$ cat src/rtl/weight_loader.sv
// Weight-tile sequencer: preloads rows into the systolic array, then issues the swap pulse.
// Define WEIGHT_LOADER_ZERO_FILL_EN to zero-preload rows beyond num_rows so stale weights never survive.
module weight_loader #(
    parameter int MATRIX_WIDTH        = 14,
    parameter int EXTENDED_BYTE_WIDTH = 16,
    localparam int RW                 = $clog2(MATRIX_WIDTH + 1)
) (
    input  logic                                        clk,
    input  logic                                        rst_n,
    input  logic                                        start,
    input  logic [RW-1:0]                               num_rows,
    input  logic [MATRIX_WIDTH*EXTENDED_BYTE_WIDTH-1:0] weight_row_in,
    input  logic                                        weight_row_valid,
    output logic                                        weight_row_ready,
    output logic [MATRIX_WIDTH*EXTENDED_BYTE_WIDTH-1:0] weight_out,
    output logic [MATRIX_WIDTH-1:0]                     preload_weight,
    input  logic                                        swap_allow,
    output logic                                        load_weight,
    output logic                                        busy,
    output logic                                        done
);
    localparam int ROW_W = MATRIX_WIDTH * EXTENDED_BYTE_WIDTH;
    localparam logic [RW-1:0] FULL = RW'(MATRIX_WIDTH);

    // The swap cycle is the first IDLE cycle, marked by the registered load pulse,
    // so a new start is accepted in the same cycle as load_weight/done.
    typedef enum logic [1:0] {
        IDLE,
        PRELOAD,
        WAIT_SWAP
    } state_t;

    state_t                  state_reg, state_next;
    logic [RW-1:0]           r_reg, r_next;
    logic [RW-1:0]           k_reg, k_next;
    logic [RW-1:0]           r_inc;
    logic [ROW_W-1:0]        weight_out_reg, weight_out_next;
    logic [MATRIX_WIDTH-1:0] preload_reg, preload_next;
    logic [MATRIX_WIDTH-1:0] row_onehot;
    logic                    load_reg, load_next;
    logic                    rows_left;

    for (genvar gi = 0; gi < MATRIX_WIDTH; gi++) begin : g_onehot
        assign row_onehot[gi] = (r_reg == RW'(gi));
    end

    assign r_inc     = r_reg + RW'(1);
    assign rows_left = (r_reg < k_reg);

    assign weight_row_ready = (state_reg == PRELOAD) && rows_left;
    assign busy             = (state_reg != IDLE);
    assign weight_out       = weight_out_reg;
    assign preload_weight   = preload_reg;
    assign load_weight      = load_reg;
    assign done             = load_reg;

    always_comb begin
        state_next      = state_reg;
        r_next          = r_reg;
        k_next          = k_reg;
        weight_out_next = weight_out_reg;
        preload_next    = '0;
        load_next       = 1'b0;
        case (state_reg)
            IDLE: begin
                if (start) begin
                    k_next     = (num_rows > FULL) ? FULL : num_rows;
                    r_next     = '0;
                    state_next = PRELOAD;
                end
            end
            PRELOAD: begin
                if (rows_left) begin
                    if (weight_row_valid) begin
                        weight_out_next = weight_row_in;
                        preload_next    = row_onehot;
                        r_next          = r_inc;
`ifdef WEIGHT_LOADER_ZERO_FILL_EN
                        if (r_inc == FULL) state_next = WAIT_SWAP;
`else
                        if (r_inc == k_reg) state_next = WAIT_SWAP;
`endif
                    end
                end else begin
`ifdef WEIGHT_LOADER_ZERO_FILL_EN
                    weight_out_next = '0;
                    preload_next    = row_onehot;
                    r_next          = r_inc;
                    if (r_inc == FULL) state_next = WAIT_SWAP;
`else
                    // Only reachable with an empty tile: nothing to preload.
                    state_next = WAIT_SWAP;
`endif
                end
            end
            WAIT_SWAP: begin
                if (swap_allow) begin
                    load_next  = 1'b1;
                    state_next = IDLE;
                end
            end
            default: state_next = IDLE;
        endcase
    end

    always_ff @(posedge clk or negedge rst_n) begin
        if (!rst_n) begin
            state_reg      <= IDLE;
            r_reg          <= '0;
            k_reg          <= '0;
            weight_out_reg <= '0;
            preload_reg    <= '0;
            load_reg       <= 1'b0;
        end else begin
            state_reg      <= state_next;
            r_reg          <= r_next;
            k_reg          <= k_next;
            weight_out_reg <= weight_out_next;
            preload_reg    <= preload_next;
            load_reg       <= load_next;
        end
    end
endmodule
$ cat config.mk
export PLATFORM = sky130hd
export DESIGN_NAME = weight_loader
export DESIGN_NICKNAME = d
export VERILOG_FILES = /design/src/rtl/weight_loader.sv
export SDC_FILE = /design/constraint.sdc
export NUM_CORES = 1
export LEC_CHECK = 0
export ABC_CLOCK_PERIOD_IN_PS = 2650
export BUFFER_PORTS_ARGS = -buffer_cell sky130_fd_sc_hd__buf_2
export CORE_AREA = 2 2 187 189
export DETAILED_ROUTE_END_ITERATION = 10
export DIE_AREA = 0 0 189 191
export PLACE_DENSITY = 0.64
export SYNTH_ARGS = -nofsm -noshare
export SYNTH_HDL_FRONTEND = slang
export SYNTH_SLANG_ARGS = --single-unit
$ cat constraint.sdc
create_clock -name clk -period 2.65 [get_ports clk]
set_clock_uncertainty 0.2 [all_clocks]
set_input_delay 0.265 -clock clk [delete_from_list [all_inputs] [get_ports clk]]
set_output_delay 0.265 -clock clk [all_outputs]
set_load 0.01 [all_outputs]
==> flow_summary.yaml <==
setup_path:
  worst-path-max-fanout: 32
  start_kind: "flip-flop"
  crit_family: "buffers and inverters"
  crit_path_end_kind: "flip-flop"
  rr_startpoint: "k_reg[1]"
  cp_data_arrival_time_ns: 2.72
  required_ns: 2.86
  critPathSlowestCell: "dfrtp_1"
  cp.depth: 8
  cp-startpoint: "k_reg[1]"
  crit_chain: "inv_1 > ha_1 > nor2b_1 > o211a_1 > nor3_4 > buf_12 > buf_12 > mux2_2"
  cpMostUsedCell: "buf_12"
  worst-path-buf-inv: 3
  crit_type: "flip-flop to flip-flop"
  rr_worst_depth: 8
  slowest_delay_ns: 0.38
floorplanning:
  die_area_sq_um: 36100
  dieHeight_um: 191
  io_pins: 475
  rows: 68
  dieWidth_um: 189
  initial_utilization: 0.283
  core_area_sq_um: 34100
finish:
  multi_input_area_sq_um: 3130
  final_util: 0.469
  regArea_sq_um: 6230
  nets: 1572
  fill_cells: 2945
  antenna_cells: 0
  largest_register_ffs: 224
  syn2layout_area_growth_pct: 65.8
  drive_gt1_frac: 0.583
clock_tree:
  clk_pin_slew_ns: 0.06
  htreeDepth: 1
  clock_path_buffers: 3
  cts-root-buf: "clkbuf_16"
  insertion_delay_ns: 0.54
  post-cts-setup-buffers: 0
  cts_made_buffers: 28
  cts.sinks: 249
  cts_tree: "done"
pwr:
  power.leakage_nw: 7.68
  p_clk_frac: 0.203
  swShare: 0.333
  internal_power_mw: 12.3
  total_power_mw: 18.4
  ir_drop_v: 0.000730
  switchingPower_mw: 6.12
  combPwrFrac: 0.435
  p_seq_frac: 0.362
  p_per_area_nw_per_um2: 1150
min_path:
  hold_path.startpoint: "start"
  hold_depth: 3
  min_path_type: "input port to flip-flop"
synthesis:
  yosysMostFrequentCell: "dfrtp_1"
  synth_top_family_by_area: "multiplexers"
  synth_top_area_frac: 0.645
  synth_common_cells: "249 x dfrtp_1, 227 x mux2_2, 18 x buf_6, 10 x nand2_1, 8 x ha_1"
  yosysWarnings: 0
  synth_largest_area_cell: "dfrtp_1"
  netlist_area_sq_um: 9650
  syn_avg_cell_area_sq_um: 16.4
  synthAdderAreaFrac: 0.0104
  synth_cell_types: 42
  synth_seq_area_share: 0.645
  synthSimpleGateAreaFrac: 0.0289
  synth_compound_area_frac: 0.0148
  yosys-mux-area-fraction: 0.265
  synth_area_leaders: "dfrtp_1 65%, mux2_2 26%, buf_6 2.1%"
  synth-seq-cells: 249
  synth.net_count: 830
  async_flop_share: 1.00
  syn_inst: 589
  synthXorXnorAreaFrac: 0.00506
  synth-edff-count: 0
  synth_ff_type: "dfrtp_1"
routing:
  vias_per_cell: 4.28
  firstDrtPassIters: 4
  drt-total-wl_mm: 28.4
  ant_nets: 0
  wl_per_cell_um: 15.7
  first_iter_violations: 159
  num_vias: 7737
  drcViolationCount: 0
global_routing:
  grt_pass1_wl_mm: 43.9
  grt_max_degree: 78
  overflow: 0
  grt_pass1_vias: 8430
  antenna_found_initial: 0
  gr-usage-all-layers: 0.150
placement:
  port_buffers: 474
  place_congestion: 0.795
  hpwl_mm: 19.6
outcome:
  status: "finished clean"
sta:
  rsz0062_at_grt: "false"
  fmax_ghz: 0.398
  finalSetupViolCount: 0
  fin_crit_sh: 0.947
  tns_ns: 0
  max_slew.worst_pin.slew_ns: 0.630
  hold_viol_final: 0
  slew_headroom: 0.580
  fin_crit_ns: 2.51
  slew_violations: 0
run:
  drv_cap: 0
-- worst paths after layout --
check                             endpoint  slack [ns]
min                           state_reg[0]        0.03
min in group asynchronous  weight_out[162]        0.11
max reg2reg                 weight_out[29]        0.14
max in group asynchronous    weight_out[6]        1.42
min reg2reg                weight_out[116]        0.30
max                         weight_out[29]        0.14
-- stage by stage --
step	instance area [sq um]	instances	setup WS [ns]	hold slack (ns)
after CTS	16000	1806	0.0768	0.00784
after global placement	12800	1524	0.150	0.0955
final	16000	1806	0.139	0.0294
after global routing	16000	1806	0.00670	0.0518
after detailed placement	12800	1524	0.0792	0.0954
after floorplan	9650	589	0.319	-0.231
-- logic make-up after synthesis --
| kind of cell | after synthesis |
|---|---|
| AOI/OAI and AO/OA | 19 |
| xor gates and xnor gates | 4 |
| adders and majority gates | 8 |
| buffers and inverters | 37 |
| DFF | 249 |
| muxes | 227 |
| and+or+nand+nor | 45 |
-- power by group through the flow --
| stage | Clock, mW | Sequential [mW] | Combinational (mW) |
|---|---|---|---|
| 6_report | 3.73 | 6.64 | 8.00 |
| 3_5_place_dp | 0 | 6.66 | 7.73 |
| 2_1_floorplan | 0 | 7.48 | 3.72 |
| 3_3_place_gp | 0 | 6.57 | 7.60 |
| 4_1_cts | 3.87 | 6.63 | 8.02 |
| 5_1_grt | 4.02 | 6.89 | 8.58 |
-- placed cells by master (no fill, tap or decap), types with 2 or more instances in the layout --
cell type      Yosys  final
buf_2              5    473
dfrtp_1          249    249
dlygate4sd3_1      0    232
mux2_2           227    227
clkbuf_16          0     29
buf_4              4     25
buf_12             0     13
nand2_1           10     10
ha_1               8      8
clkbuf_8           0      8
clkbuf_1           5      6
inv_1              5      5
nor2_1             5      5
nand3_1            4      4
nor4b_1            4      4
and4b_1            4      4
o211ai_1           4      4
clkinv_2           0      4
nor2b_1            3      3
nand2b_1           3      3
a21o_1             2      2
nor3_1             2      2
and3_1             2      2
xnor2_1            2      2
clkinv_4           0      2
-- per-layer routing --
metal	GRT usage	routed length, um	vias up
li1	-	-	3581
met1	0.162	10300	3755
met2	0.278	14700	339
met3	0.0439	2370	62
met4	0.0574	1100	0
met5	0	0	-
-- area by class of cell --
cell class / count / share of cell area
clock buffers: 43 / 0.0536
flip-flops and latches: 249 / 0.389
well taps: 455 / 0.0356
repair buffers: 744 / 0.322
inverters: 5 / 0.00117
multi-input cells: 303 / 0.196
clock inverters: 7 / 0.00281
-- worst register-to-register path: stages (launching register included) --
cell     delay [ns]
dfrtp_1        0.38
inv_1          0.06
ha_1           0.26
nor2b_1        0.14
o211a_1        0.27
nor3_4         0.24
buf_12         0.22
buf_12         0.24
mux2_2         0.38
-- what timing repair did --
action                     4_1_cts  5_1_grt
hold buffers                   232        0
hold endpoints to repair       327        0
resized for setup                0        1
setup endpoints to repair        0       46
Note: power is estimated with default switching activity, not from simulation.
